`src/rtl/crypto_dispatch_mc.sv`:
```
// crypto_dispatch_mc: dispatches 128-bit blocks to an external AES or SM4
// core. It applies ECB/CBC chaining per channel, emits a one-cycle start
// pulse, waits for the selected core's done under a watchdog, and returns
// the result on a valid/ready stream with an error flag.
// Optional feature macro: CRYPTO_DISPATCH_STATS_EN adds the blk_cnt/err_cnt
// statistics output ports.
module crypto_dispatch_mc #(
    parameter int DATA_W      = 128,
    parameter int NUM_CH      = 4,
    parameter int CH_W        = 4,
    parameter int TIMEOUT_CYC = 1024
) (
    input  logic              clk,
    input  logic              rst,
    input  logic              s_valid,
    output logic              s_ready,
    input  logic [CH_W-1:0]   s_ch,
    input  logic              s_algo,
    input  logic              s_cbc,
    input  logic              s_first,
    input  logic [DATA_W-1:0] s_iv,
    input  logic [DATA_W-1:0] s_din,
    output logic              aes_start,
    output logic              sm4_start,
    output logic [DATA_W-1:0] eng_din,
    input  logic              aes_done,
    input  logic [DATA_W-1:0] aes_dout,
    input  logic              sm4_done,
    input  logic [DATA_W-1:0] sm4_dout,
    output logic              m_valid,
    input  logic              m_ready,
    output logic [DATA_W-1:0] m_dout,
    output logic [CH_W-1:0]   m_ch,
    output logic              m_err,
`ifdef CRYPTO_DISPATCH_STATS_EN
    output logic [31:0]       blk_cnt,
    output logic [15:0]       err_cnt,
`endif
    output logic              busy
);

    localparam int CNT_W = $clog2(TIMEOUT_CYC) + 1;
    localparam logic [CNT_W-1:0] CNT_LAST = CNT_W'(TIMEOUT_CYC - 1);

    typedef enum logic [1:0] {
        S_IDLE  = 2'd0,
        S_ISSUE = 2'd1,
        S_WAIT  = 2'd2,
        S_OUT   = 2'd3
    } state_t;

    state_t             state_q;
    logic [CH_W-1:0]    ch_q;
    logic               algo_q;
    logic               cbc_q;
    logic [CNT_W-1:0]   cnt_q;
    logic [DATA_W-1:0]  eng_din_q;
    logic               aes_start_q;
    logic               sm4_start_q;
    logic               m_valid_q;
    logic [DATA_W-1:0]  m_dout_q;
    logic [CH_W-1:0]    m_ch_q;
    logic               m_err_q;
    logic [DATA_W-1:0]  chain_q [NUM_CH];

    logic               ch_ok;
    logic [DATA_W-1:0]  chain_rd;
    logic [DATA_W-1:0]  chain_mix;
    logic               sel_done;
    logic [DATA_W-1:0]  sel_dout;
    logic               chain_wr;

    assign s_ready   = (state_q == S_IDLE);
    assign busy      = (state_q != S_IDLE);
    assign aes_start = aes_start_q;
    assign sm4_start = sm4_start_q;
    assign eng_din   = eng_din_q;
    assign m_valid   = m_valid_q;
    assign m_dout    = m_dout_q;
    assign m_ch      = m_ch_q;
    assign m_err     = m_err_q;

    assign ch_ok    = (32'(s_ch) < NUM_CH);
    assign sel_done = algo_q ? sm4_done : aes_done;
    assign sel_dout = algo_q ? sm4_dout : aes_dout;
    assign chain_wr = (state_q == S_WAIT) && sel_done && cbc_q;

    // Read the stored chain of the requested channel (out-of-range ids read 0).
    always_comb begin
        chain_rd = '0;
        for (int i = 0; i < NUM_CH; i++) begin
            if (s_ch == CH_W'(i)) begin
                chain_rd = chain_q[i];
            end
        end
    end

    // Chaining value XORed into the block: none for ECB, IV on first CBC block.
    always_comb begin
        if (!s_cbc) begin
            chain_mix = '0;
        end else if (s_first) begin
            chain_mix = s_iv;
        end else begin
            chain_mix = chain_rd;
        end
    end

    // Per-channel CBC chain registers, updated only by their own CBC results.
    always_ff @(posedge clk) begin
        if (rst) begin
            for (int i = 0; i < NUM_CH; i++) begin
                chain_q[i] <= '0;
            end
        end else if (chain_wr) begin
            for (int i = 0; i < NUM_CH; i++) begin
                if (ch_q == CH_W'(i)) begin
                    chain_q[i] <= sel_dout;
                end
            end
        end
    end

    // Dispatcher FSM with registered start pulses and result outputs.
    // The chain register can only change while a block is in WAIT, so the
    // engine input is formed at accept time; only the fields needed later
    // (channel, algorithm, mode) are kept. The watchdog counts cycles since
    // the start pulse, so a hung core is reported TIMEOUT_CYC cycles after it.
    always_ff @(posedge clk) begin
        if (rst) begin
            state_q     <= S_IDLE;
            ch_q        <= '0;
            algo_q      <= 1'b0;
            cbc_q       <= 1'b0;
            cnt_q       <= '0;
            eng_din_q   <= '0;
            aes_start_q <= 1'b0;
            sm4_start_q <= 1'b0;
            m_valid_q   <= 1'b0;
            m_dout_q    <= '0;
            m_ch_q      <= '0;
            m_err_q     <= 1'b0;
        end else begin
            case (state_q)
                S_IDLE: begin
                    if (s_valid) begin
                        ch_q   <= s_ch;
                        algo_q <= s_algo;
                        cbc_q  <= s_cbc;
                        if (!ch_ok) begin
                            m_valid_q <= 1'b1;
                            m_dout_q  <= '0;
                            m_ch_q    <= s_ch;
                            m_err_q   <= 1'b1;
                            state_q   <= S_OUT;
                        end else begin
                            eng_din_q   <= s_din ^ chain_mix;
                            aes_start_q <= !s_algo;
                            sm4_start_q <= s_algo;
                            cnt_q       <= '0;
                            state_q     <= S_ISSUE;
                        end
                    end
                end
                S_ISSUE: begin
                    aes_start_q <= 1'b0;
                    sm4_start_q <= 1'b0;
                    cnt_q       <= cnt_q + CNT_W'(1);
                    state_q     <= S_WAIT;
                end
                S_WAIT: begin
                    if (sel_done) begin
                        m_valid_q <= 1'b1;
                        m_dout_q  <= sel_dout;
                        m_ch_q    <= ch_q;
                        m_err_q   <= 1'b0;
                        state_q   <= S_OUT;
                    end else if (cnt_q == CNT_LAST) begin
                        m_valid_q <= 1'b1;
                        m_dout_q  <= '0;
                        m_ch_q    <= ch_q;
                        m_err_q   <= 1'b1;
                        state_q   <= S_OUT;
                    end else begin
                        cnt_q <= cnt_q + CNT_W'(1);
                    end
                end
                S_OUT: begin
                    if (m_ready) begin
                        m_valid_q <= 1'b0;
                        state_q   <= S_IDLE;
                    end
                end
                default: state_q <= S_IDLE;
            endcase
        end
    end

`ifdef CRYPTO_DISPATCH_STATS_EN
    logic [31:0] blk_cnt_q;
    logic [15:0] err_cnt_q;

    assign blk_cnt = blk_cnt_q;
    assign err_cnt = err_cnt_q;

    // Result statistics counted on the output handshake; error count saturates.
    always_ff @(posedge clk) begin
        if (rst) begin
            blk_cnt_q <= '0;
            err_cnt_q <= '0;
        end else if (m_valid_q && m_ready) begin
            if (m_err_q) begin
                if (err_cnt_q != 16'hFFFF) begin
                    err_cnt_q <= err_cnt_q + 16'd1;
                end
            end else begin
                blk_cnt_q <= blk_cnt_q + 32'd1;
            end
        end
    end
`endif

endmodule

```
`config.mk`:
```
export PLATFORM = sky130hd
export DESIGN_NAME = crypto_dispatch_mc
export DESIGN_NICKNAME = d
export VERILOG_FILES = /design/src/rtl/crypto_dispatch_mc.sv
export SDC_FILE = /design/constraint.sdc
export NUM_CORES = 2
export LEC_CHECK = 0
export ABC_AREA = 1
export BUFFER_PORTS_ARGS = -buffer_cell sky130_fd_sc_hd__buf_2
export CORE_AREA = 4 4 310 312
export DETAILED_ROUTE_END_ITERATION = 8
export DIE_AREA = 0 0 314 316
export MAX_ROUTING_LAYER = met4
export PLACE_DENSITY = 0.66
export SYNTH_ARGS = -nofsm -noshare
export SYNTH_HDL_FRONTEND = slang
export SYNTH_SLANG_ARGS = --single-unit
```
`constraint.sdc`:
```
create_clock -name clk -period 14.7 [get_ports clk]
set_clock_uncertainty 0.15 [all_clocks]
set_input_delay 2.94 -clock clk [delete_from_list [all_inputs] [get_ports clk]]
set_output_delay 2.94 -clock clk [all_outputs]
set_load 0.005 [all_outputs]
```
* Yosys cells after proc, flatten, opt, wreduce, memory -nomap -nowiden
Memory sizes are Yosys's and may differ from the RTL's.
Cells that the tools add are included.
** Word-level totals
- Flip-flop bits (word level) :: 283
- RAM bits :: 512
- Input bits :: 525
- Output and inout bits :: 266
- Logic and storage cells :: 120
- Memories :: 1
** Memory list
- chain_q :: words 4, width 128, rd ports 4, clocked after Yosys merged registers in 0, wr ports 4, line 64 : logic [DATA_W-1:0] chain_q [NUM_CH];
** Cells by class
- $add $sub $neg :: 1
- Magnitude comparators :: 1
- Equal/unequal tests :: 17
- Mux-type cells :: 65
- Bitwise gates (word level) :: 5
- Reduce and logical (&&, ||, !) cells :: 18
** Operators by type and width (number)
- two-way mux 128 bit :: 15
- one-hot mux 128 bit (2 select lines) :: 1
- bitwise XOR 128 bit :: 1
- two-way mux 11 bit :: 4
- one-hot mux 11 bit (3 select lines) :: 1
- two-way mux 1 bit :: 29
- == test 4 x 2 -> 1 bit (second input constant) :: 4
- two-way mux 4 bit :: 4
- adder 11 x 1 -> 11 bit (second input constant) :: 1
- == test 11 x 10 -> 1 bit (second input constant) :: 1
- two-way mux 2 bit :: 5
- != test 2 bit (second input constant) :: 5
- AND reduction 5 bit :: 2
- AND reduction 3 bit :: 3
- == test 4 x 1 -> 1 bit (second input constant) :: 2
- logical NOT 4 bit :: 2
- one-hot mux 2 bit (4 select lines) :: 1
- one-hot mux 4 bit (2 select lines) :: 1
- one-hot mux 1 bit (2 select lines) :: 3
- nonzero test 2 bit :: 3
- nonzero test 3 bit :: 2
- == test 2 bit (second input constant) :: 2
- < comparator 4 x 3 -> 1 bit (second input constant) :: 1
- OR 1 bit :: 4
- other kinds (9) :: 10

* Longest topological paths before layout
- Depth after elaboration :: 8
- Gate-level depth with buffers :: 12
- Depth with buffers taken out :: 10

* Least setup slack after synthesis
No wires, ideal clock.
- Path type :: input-to-reg
- From :: input sm4_done
- To :: memory chain_q[2][0], enable pin
- Setup time :: 0.792 ns
- Data arrival time :: 12.311 ns
- Data required time :: 13.758 ns
- Setup slack :: 1.447 ns
- Cell stages on the path :: 6
- Buffers on the path :: 0
- Cells stage by stage :: inv_1 > nand2_1 > o21ai_2 > nor2_4 > nand2_4 > o21ai_0
** RTL lines
- from (decl) :: line 28 : input logic sm4_done,
- to (decl) :: line 64

==> impl_metrics.py <==
metrics = {
    "outcome": {
        "status": "finished, final reports clean",
    },
    "sta": {
        "fin_tns_setup_ns": 0,
        "drv_slew": 0,
        "final-setup-viol-count": 0,
        "slew-limit-headroom_pct": 17.1,
        "worstMarginPinSlew_ns": 1.24,
        "layout_min_cycle_time_ns": 5.95,
        "post-route-period-util_pct": 40.5,
        "hold_viol_final": 0,
        "rsz0062_at_grt": "no",
        "clock.fmax_mhz": 168,
    },
    "logic_synthesis": {
        "synth_compound_area_share_pct": 5.26,
        "synthAdderAreaFrac_pct": 0.214,
        "synth_top_family_by_area": "simple AND/OR/NAND/NOR gates",
        "synth_seq_area_share_pct": 51.5,
        "synth.distinct_cells": 30,
        "synthMuxAreaShare_pct": 3.11,
        "ys_top_cells_by_area": "edfxtp_1, dfxtp_1, nor2_1",
        "ys_ff_latch": 795,
        "yosysTopAreaCell": "edfxtp_1",
        "syn_nets": 5649,
        "synth-simple-area-share_pct": 31.2,
        "synth_warnings": 0,
        "synth_flop_cell": "edfxtp_1",
        "syn_area_per_cell_um2": 7.98,
        "syn_area_um2": 40900,
        "synthCells": 5117,
        "yosysMostFrequentCell": "nor2_1",
        "synth_xor_area_share_pct": 0.0429,
        "synth_common_cells": "nor2_1, nand2_1, nand3_1, edfxtp_1, inv_1",
        "synth_top_area_share_pct": 37.6,
        "async_flop_share_pct": 0,
        "synth_edf_count": 512,
    },
    "worst_setup_path": {
        "critical_path_class": "in2reg",
        "timing.rr.start": "state_q[0]",
        "end_kind": "flop",
        "timing.rr.end": "chain_q[0][125]",
        "cp_max_fo": 56,
        "crit_required_ns": 14.80,
        "r2r_cells": 10,
        "cp-start-kind": "input port",
        "r2r_setup_slack_ns": 10.18,
        "max_stage_delay_ns": 0.78,
        "crit_arrival_ns": 6.05,
        "slowest_stage": "buf_4",
        "cp_cell_sequence": "buf_2 -> inv_1 -> nand2_1 -> o21ai_2 -> nor2_4 -> nand2_4 -> nor2_1 -> nand2_1 -> nand2_4 -> buf_4 -> buf_4",
    },
    "global_route": {
        "groute.layer.met2.usage_pct": 46.3,
        "antenna_found_initial": 11,
        "grt_first_pass_wirelength_um": 204000,
        "grt_pass1_vias": 35200,
        "overflow": 0,
        "gr-usage-met3_pct": 3.82,
        "grt-busiest-layer": "met2",
        "grt_use_total_pct": 27.2,
        "grt_max_degree": 214,
        "use_met1_pct": 34.0,
    },
    "worst_hold_path": {
        "hp-class": "reg2reg",
        "whs_endpoint": "m_ch[0]",
        "hold_path.startpoint": "m_ch[0]",
        "hold_depth": 2,
    },
    "clock_network": {
        "cts_tree": "yes",
        "post_cts_buffers": 0,
        "htreeDepth": 3,
        "cts_hold_buf": 0,
        "clock_path_buffers": 3,
        "cts_buffers": 89,
        "cts.repair.resized": 0,
        "cts.clk_slew.worst_paths_ns": 0.05,
        "cts.sinks": 795,
        "cts_root_buf": "clkbuf_16",
        "insertion_delay_ns": 0.63,
    },
    "layout": {
        "drive_gt1_share_pct": 17.6,
        "area_delta_synth_final_pct": 16.9,
        "fillers": 8949,
        "multi_input_area_um2": 16400,
        "nets": 6201,
        "regArea_um2": 21000,
        "fin_util_pct": 51.3,
    },
    "detailed_routing": {
        "drtIter0Drc": 3106,
        "antenna_left": 0,
        "routedWlPerCell_um": 19.4,
        "firstDrtPassIters": 6,
        "drcViolationCount": 0,
        "via_per_inst": 5.30,
        "wirelength_um": 136000,
        "vias": 37100,
    },
    "floorplanning": {
        "rows": 112,
        "die_h_um": 316,
        "chipWidth_um": 314,
        "io_pins": 791,
        "initial_utilization_pct": 43.9,
        "fp.dieArea_um2": 99200,
        "design.core.area_um2": 93000,
    },
    "power_and_ir_drop": {
        "max-vdd-ir-drop_v": 0.0000939,
        "power.density_nw_per_um2": 126,
        "finalPower_w": 0.00604,
        "p_leak_nw": 21.4,
    },
    "placement": {
        "dp_hpwl_um": 84500,
        "portBuffers": 790,
        "gp_congestion": 0.851,
    },
    "run": {
        "maxCapViolCount": 0,
    },
}
==> kinds of logic (layout without fill, tap and decap cells) <==
kind of cell | count (synthesis) | count (layout)
other | 0 | 5
buffers and inverters | 801 | 1426
muxes | 127 | 127
DFF | 795 | 795
AOI/OAI and AO/OA | 428 | 428
xor gates and xnor gates | 2 | 2
and+or+nand+nor | 2957 | 2957
adders and majority gates | 7 | 7
==> routing by layer <==
| layer | up-vias | wire (um) |
|---|---|---|
| met4 | 0 | 3090 |
| met5 | - | 0 |
| met2 | 1489 | 66400 |
| met3 | 189 | 10100 |
| li1 | 17900 | - |
| met1 | 17600 | 56500 |
==> worst max path at each step <==
stage | from | end | slack [ns] | cells after the start
2_1_floorplan | sm4_done | chain_q[2][0] | 1.45 | 6
3_3_place_gp | sm4_done | chain_q[0][114] | 8.06 | 11
3_5_place_dp | sm4_done | chain_q[0][125] | 8.03 | 11
4_1_cts | sm4_done | chain_q[0][101] | 8.74 | 11
5_1_grt | s_ch[3] | eng_din[26] | 8.51 | 12
6_report | sm4_done | chain_q[0][125] | 8.75 | 11
==> power by group <==
group	switching [W]	internal, W	total [W]
Sequential	0.0000650	0.00251	0.00257
Combinational	0.000950	0.000338	0.00129
Clock	0.000918	0.00126	0.00218
==> layout make-up <==
class	count	share of cell area, %
Inverter	427	3.43
Tap cell	1254	3.28
Clock inverter	36	0.639
Sequential cell	795	44.0
Multi-Input combinational cell	3521	34.3
Antenna cell	5	0.0262
Timing Repair Buffer	835	9.07
Clock buffer	128	5.25
==> metrics by stage <==
stage / cell area [um2] / std cells / setup slack (ns) / hold slack [ns]
after detailed placement: 45000 / 6832 / 8.03 / 0.281
after global routing: 47800 / 7001 / 8.51 / 0.308
after CTS: 47800 / 6996 / 8.74 / 0.290
after global placement: 45000 / 6832 / 8.06 / 0.280
final: 47800 / 7001 / 8.75 / 0.288
after floorplan: 40900 / 5117 / 1.45 / 0.287
==> flip-flops by register name, indices dropped and copies added, names as in the netlist <==
name / flops
chain_q: 512
eng_din: 128
m_dout: 128
cnt_q: 11
ch_q: 4
m_ch: 4
state_q: 2
aes_start: 1
algo_q: 1
cbc_q: 1
m_err: 1
m_valid: 1
sm4_start: 1
==> cell usage in the layout, fill, tap and decap left out, drive strengths merged, types with 128 or more instances in the layout <==
| cell | netlist | routed |
|---|---|---|
| nor2 | 1195 | 1195 |
| a21oi | 289 | 289 |
| nand2 | 957 | 957 |
| inv | 427 | 432 |
| edfxtp | 512 | 512 |
| nand3b | 129 | 129 |
| o21ai | 139 | 139 |
| nand4 | 141 | 141 |
| dfxtp | 283 | 283 |
| buf | 255 | 835 |
| clkbuf | 119 | 128 |
| nand3 | 528 | 528 |
==> critical path: cells and delay by family <==
kind	cells	cell delay [ns]
AOI/OAI and AO/OA	1	0.18
and+or+nand+nor	6	1.28
buffers and inverters	4	1.49
Power figures use the tool's default switching activity.
